### src/rtl/pingala_engine_arbiter.sv
// pingala_engine_arbiter: round-robin sequencer that shares one pingala_binary
// engine among NUM_REQ requesters. One operation is in flight at a time. Each
// result is returned with the ID of the requester that asked for it, and a
// watchdog aborts an operation whose engine never reports done.
module pingala_engine_arbiter #(
  parameter int unsigned NUM_REQ    = 4,
  parameter int unsigned DATA_WIDTH = 32,
  parameter int unsigned MAX_N      = 16,
  parameter int unsigned TIMEOUT    = 64
) (
  input  logic                          clk,
  input  logic                          rst,
  input  logic [NUM_REQ-1:0]            req_valid,
  output logic [NUM_REQ-1:0]            req_ready,
  input  logic [3*NUM_REQ-1:0]          req_op,
  input  logic [DATA_WIDTH*NUM_REQ-1:0] req_data,
  input  logic [4*NUM_REQ-1:0]          req_n,
  input  logic [MAX_N*NUM_REQ-1:0]      req_pattern,
  output logic [2:0]                    eng_operation,
  output logic [DATA_WIDTH-1:0]         eng_input_data,
  output logic [3:0]                    eng_n_value,
  output logic [MAX_N-1:0]              eng_laghu_guru,
  output logic                          eng_start,
  input  logic                          eng_busy,
  input  logic                          eng_done,
  input  logic [DATA_WIDTH-1:0]         eng_result,
  output logic                          rsp_valid,
  output logic [$clog2(NUM_REQ)-1:0]    rsp_id,
  output logic [DATA_WIDTH-1:0]         rsp_data,
  output logic                          rsp_timeout,
  input  logic                          rsp_ready
);

  localparam int unsigned ID_W  = $clog2(NUM_REQ);
  localparam int unsigned TMR_W = $clog2(TIMEOUT + 1);

  localparam logic [1:0] S_IDLE  = 2'd0;
  localparam logic [1:0] S_ISSUE = 2'd1;
  localparam logic [1:0] S_WAIT  = 2'd2;
  localparam logic [1:0] S_RESP  = 2'd3;

  logic [1:0]            state_q,   state_d;
  logic [ID_W-1:0]       ptr_q,     ptr_d;
  logic [ID_W-1:0]       id_q,      id_d;
  logic [TMR_W-1:0]      tmr_q,     tmr_d;
  logic [NUM_REQ-1:0]    ready_q,   ready_d;
  logic [2:0]            op_q,      op_d;
  logic [DATA_WIDTH-1:0] data_q,    data_d;
  logic [3:0]            n_q,       n_d;
  logic [MAX_N-1:0]      pat_q,     pat_d;
  logic                  start_q,   start_d;
  logic                  rvalid_q,  rvalid_d;
  logic [DATA_WIDTH-1:0] rdata_q,   rdata_d;
  logic                  rtmo_q,    rtmo_d;

  // Per-requester views of the packed request fields
  logic [2:0]            op_arr   [NUM_REQ];
  logic [DATA_WIDTH-1:0] data_arr [NUM_REQ];
  logic [3:0]            n_arr    [NUM_REQ];
  logic [MAX_N-1:0]      pat_arr  [NUM_REQ];

  logic                  grant_found;
  logic [ID_W-1:0]       grant_idx;
  int unsigned           cand;
  int unsigned           ptr_inc;

  // Unpack the flat request buses into per-requester arrays
  always_comb begin
    for (int unsigned i = 0; i < NUM_REQ; i++) begin
      op_arr[i]   = req_op[3*i +: 3];
      data_arr[i] = req_data[DATA_WIDTH*i +: DATA_WIDTH];
      n_arr[i]    = req_n[4*i +: 4];
      pat_arr[i]  = req_pattern[MAX_N*i +: MAX_N];
    end
  end

  // Round-robin search: first valid requester at or after ptr, wrapping
  always_comb begin
    grant_found = 1'b0;
    grant_idx   = '0;
    cand        = 0;
    for (int unsigned k = 0; k < NUM_REQ; k++) begin
      cand = 32'(ptr_q) + k;
      if (cand >= NUM_REQ) begin
        cand = cand - NUM_REQ;
      end
      if (!grant_found && req_valid[ID_W'(cand)]) begin
        grant_found = 1'b1;
        grant_idx   = ID_W'(cand);
      end
    end
  end

  // Next-state and registered-output computation
  always_comb begin
    state_d  = state_q;
    ptr_d    = ptr_q;
    id_d     = id_q;
    tmr_d    = tmr_q;
    ready_d  = '0;
    op_d     = op_q;
    data_d   = data_q;
    n_d      = n_q;
    pat_d    = pat_q;
    start_d  = 1'b0;
    rvalid_d = rvalid_q;
    rdata_d  = rdata_q;
    rtmo_d   = rtmo_q;
    ptr_inc  = 32'(id_q) + 1;

    case (state_q)
      S_IDLE: begin
        if (grant_found) begin
          ready_d = NUM_REQ'(1) << grant_idx;
          id_d    = grant_idx;
          op_d    = op_arr[grant_idx];
          data_d  = data_arr[grant_idx];
          n_d     = n_arr[grant_idx];
          pat_d   = pat_arr[grant_idx];
          state_d = S_ISSUE;
        end
      end
      S_ISSUE: begin
        // Hold off the start pulse while the engine is still busy
        if (!eng_busy) begin
          start_d = 1'b1;
          tmr_d   = '0;
          state_d = S_WAIT;
        end
      end
      S_WAIT: begin
        // A done pulse wins over a coincident watchdog expiry
        if (eng_done) begin
          rdata_d  = eng_result;
          rtmo_d   = 1'b0;
          rvalid_d = 1'b1;
          state_d  = S_RESP;
        end else if (tmr_q >= TMR_W'(TIMEOUT - 1)) begin
          rdata_d  = '0;
          rtmo_d   = 1'b1;
          rvalid_d = 1'b1;
          state_d  = S_RESP;
        end else if (tmr_q != '1) begin
          tmr_d = tmr_q + TMR_W'(1);
        end
      end
      S_RESP: begin
        if (rvalid_q && rsp_ready) begin
          rvalid_d = 1'b0;
          ptr_d    = (ptr_inc >= NUM_REQ) ? '0 : ID_W'(ptr_inc);
          state_d  = S_IDLE;
        end
      end
      default: begin
        state_d = S_IDLE;
      end
    endcase
  end

  // State and output registers, cleared asynchronously by rst
  always_ff @(posedge clk or posedge rst) begin
    if (rst) begin
      state_q  <= S_IDLE;
      ptr_q    <= '0;
      id_q     <= '0;
      tmr_q    <= '0;
      ready_q  <= '0;
      op_q     <= '0;
      data_q   <= '0;
      n_q      <= '0;
      pat_q    <= '0;
      start_q  <= 1'b0;
      rvalid_q <= 1'b0;
      rdata_q  <= '0;
      rtmo_q   <= 1'b0;
    end else begin
      state_q  <= state_d;
      ptr_q    <= ptr_d;
      id_q     <= id_d;
      tmr_q    <= tmr_d;
      ready_q  <= ready_d;
      op_q     <= op_d;
      data_q   <= data_d;
      n_q      <= n_d;
      pat_q    <= pat_d;
      start_q  <= start_d;
      rvalid_q <= rvalid_d;
      rdata_q  <= rdata_d;
      rtmo_q   <= rtmo_d;
    end
  end

  assign req_ready      = ready_q;
  assign eng_operation  = op_q;
  assign eng_input_data = data_q;
  assign eng_n_value    = n_q;
  assign eng_laghu_guru = pat_q;
  assign eng_start      = start_q;
  assign rsp_valid      = rvalid_q;
  assign rsp_id         = id_q;
  assign rsp_data       = rdata_q;
  assign rsp_timeout    = rtmo_q;

endmodule

### config.mk
export PLATFORM = sky130hd
export DESIGN_NAME = pingala_engine_arbiter
export DESIGN_NICKNAME = d
export VERILOG_FILES = /design/src/rtl/pingala_engine_arbiter.sv
export SDC_FILE = /design/constraint.sdc
export NUM_CORES = 1
export LEC_CHECK = 0
export CELL_PAD_IN_SITES_DETAIL_PLACEMENT = 1
export CELL_PAD_IN_SITES_GLOBAL_PLACEMENT = 2
export CORE_ASPECT_RATIO = 1.2
export CORE_MARGIN = 1.5
export CORE_UTILIZATION = 22
export DETAILED_ROUTE_END_ITERATION = 16
export PLACE_DENSITY = 0.84
export SYNTH_ARGS = -nofsm -noshare
export SYNTH_HDL_FRONTEND = slang
export SYNTH_SLANG_ARGS = --single-unit
### constraint.sdc
create_clock -name clk -period 7.5 [get_ports clk]
set_clock_uncertainty 0.15 [all_clocks]
set_input_delay 2.25 -clock clk [delete_from_list [all_inputs] [get_ports clk]]
set_output_delay 2.25 -clock clk [all_outputs]
set_load 0.005 [all_outputs]
==> results.md <==
- CTS tree: built
- Vias per Instance: 4.97
- Num rows: 65
- Final core utilization: 0.382
- CP Max Fanout: 36
- TritonCTS Buffers: 9
- Largest net degree at the start of global routing: 73
- Layout area overhead: 70.5%
- Slew @ Worst Pin: 1.18 ns
- Worst Path Arrival: around 5 ns
- Pre-Repair DR Iteration Count: 4
- Yosys top cell area share: 0.455
- Initial antenna violation count: 2
- Pins Over Slew Limit: 0
- Fin crit share: 0.669
- CTS sink cnt: ~110
- Die width: 152 um
- Dpl hpwl: 18.3 mm
- Cell Area, Synth: roughly 6000 um^2
- Syn Area/Cell: 10.1 um^2
- Total global-route track usage: 0.175
- Ys flop type: dfrtp_1
- HP Class: reg2reg
- Cts repair resizes: 0
- Core ar.: 26,300 um^2
- Critical path class: in2reg
- Post-synth top area cell: dfrtp_1
- Top post-synthesis cells by area: dfrtp_1 (46%), mux2i_1 (9.4%), a221oi_1 (6.4%), o21ai_0 (5.7%), a22o_1 (5.1%)
- Post-route ant nets: 0
- Hold Vio Cnt, Final: 0
- CP endpoint kind: register
- Post-synth EDFFs: 0
- Power Density: 336 nW/um^2
- FMAX: 0.199 GHz
- Leakage: 0.00404 uW
- Mapped Cells: just under 600
- Starting Density: 0.224
- Port buffer count: 356
- Relative slew slack: 0.215
- Hold Buf Count CTS: 0
- Vias in the first global route: roughly 6,600
- Diode count: 0
- Max-cap viol count: 0
- I/O pins: 357
- Flip-flop and latch count after synthesis: 107
- Synth Warn #: 0
- Longest Clk Path Bufs: 2
- Total power: between 3000 and 4000 uW
- Synth Net Count: 851
- Status: complete, no violations
- Clk pin slew, worst setup/hold paths: 0.09 ns
- CP required: roughly 7.6 ns
- Post-synth cell types: 49
- Clock Latency Late Sink: around 0.35 ns
- Gp weighted congestion: 0.774
- Root buf cell: clkbuf_16
- DR DRC count: 0
- RSZ-0062 raised after global routing: false
- Share of cells above drive strength 1: 0.0440
- Async SR Flop Fraction: 1.00
- First-pass GRT wire length: between 30 and 40 mm
- Minimum clock period after layout: 5.02 ns
- Via count: about 6,200
- Setup tns final: 0 ns
- Cell with the most instances after synthesis: dfrtp_1
- Maximum vdd drop: 135 uV
- Finish-stage setup viols: 0
- Die Area: 27,700 um^2
- Htree depth: 3
- Nets: 1,172
- Routed wire length: approximately 25 mm
- Iter 0 DRT Violations: 185
- Register area share after synthesis: 0.455
- Avg WL per Cell: 19.8 um
- GRT overflow: 0
- Top cells by count, synth: dfrtp_1 (107), o21ai_0 (67), mux2i_1 (55), nor2_1 (47), a221oi_1 (43)
- Postcts setup bufs: 0
- Die Ht: 182 um
- CP Launch Type: input port
per-stage QoR:
stage                     setup WS, ns  hold slack, ns  cells  instance area, um^2
final                             2.48           0.361   1245                10000
after global routing              2.19           0.376   1245                10000
after CTS                         2.46           0.363   1245                10000
after detailed placement          2.06           0.335   1229                 9720
after global placement            2.16           0.331   1229                 9720
after floorplan                   2.28           0.310    584                 5880
area by class of cell:
class / instances / area, um^2
Multi-Input combinational cell: 416 / 2940
Tap cell: 335 / 419
Clock inverter: 7 / 91.3
Timing Repair Buffer: 368 / 3670
Sequential cell: 107 / 2680
Fill cell: 2930 / 16200
Inverter: 3 / 13.8
Clock buffer: 9 / 225
state kept, by name, summed over array words and instances, names as in the netlist, 2 cells and up:
signal,cells
eng_operation,3
eng_input_data,32
ptr_q,2
tmr_q,7
eng_laghu_guru,16
rsp_id,2
req_ready,4
state_q,2
rsp_data,32
eng_n_value,4
cells in the final DEF (no fill, tap or decap), types with 2 or more instances in the layout:
cell type	instances
a21o_1	2
a21oi_1	2
a221oi_1	43
a22o_1	34
a41oi_1	13
and2_1	2
and2b_1	2
and3_1	3
buf_4	11
clkbuf_16	9
clkdlybuf4s50_1	356
clkinv_8	3
dfrtp_1	107
ha_1	6
inv_1	2
inv_6	2
mux2_2	2
mux2i_1	55
nand2_1	15
nand3_1	18
nand4_1	3
nor2_1	47
nor2b_1	5
nor3_1	3
o21ai_0	66
o21ai_1	12
o21bai_1	3
o22ai_1	42
o2bb2ai_1	13
o31ai_1	2
layer usage:
| layer | global-route usage | routed length (um) |
|---|---|---|
| met5 | 0 | 25 |
| met1 | 0.216 | 10600 |
| met2 | 0.303 | 12100 |
| met3 | 0.0408 | 1470 |
| met4 | 0.0501 | 450 |
report_power, final:
part / total (uW) / internal [uW] / leakage [uW] / switching [uW]
Combinational: 1840 / 982 / 0.00264 / 857
Sequential: 1030 / 832 / 0.00125 / 194
Clock: 507 / 242 / 0.000152 / 265
critical path: stages:
cell             delay, ns
clkdlybuf4s50_1       0.85
nor4_2                0.53
nand2b_2              0.75
buf_4                 0.43
a221oi_1              0.10
o22ai_1               0.21
cell families (layout without fill, tap and decap cells):
family	after synthesis	after routing	synth area share
buffers and inverters	61	387	0.0481
flip-flops	107	107	0.455
AO/OA/AOI/OAI	245	245	0.298
multiplexers	57	57	0.0974
AND/OR/NAND/NOR	106	106	0.0857
adder cells (fa/ha/maj)	6	6	0.0128
XOR/XNOR	2	2	0.00298
final timing paths:
kind,from,endpoint,cells past startpoint,slack (ns)
max,req_valid[3],eng_laghu_guru[15]$_DFFE_PP0P_,6,2.48
min in group asynchronous,rst,rsp_data[15]$_DFFE_PP0P_,2,2.30
min,rsp_timeout$_DFFE_PP0P_,rsp_timeout$_DFFE_PP0P_,2,0.36
max reg2reg,state_q[0]$_DFFE_PP0P_,eng_input_data[17]$_DFFE_PP0P_,6,4.85
min reg2reg,rsp_timeout$_DFFE_PP0P_,rsp_timeout$_DFFE_PP0P_,2,0.36
max in group asynchronous,rst,eng_input_data[22]$_DFFE_PP0P_,3,3.81
(Power assumes the default switching activity.)
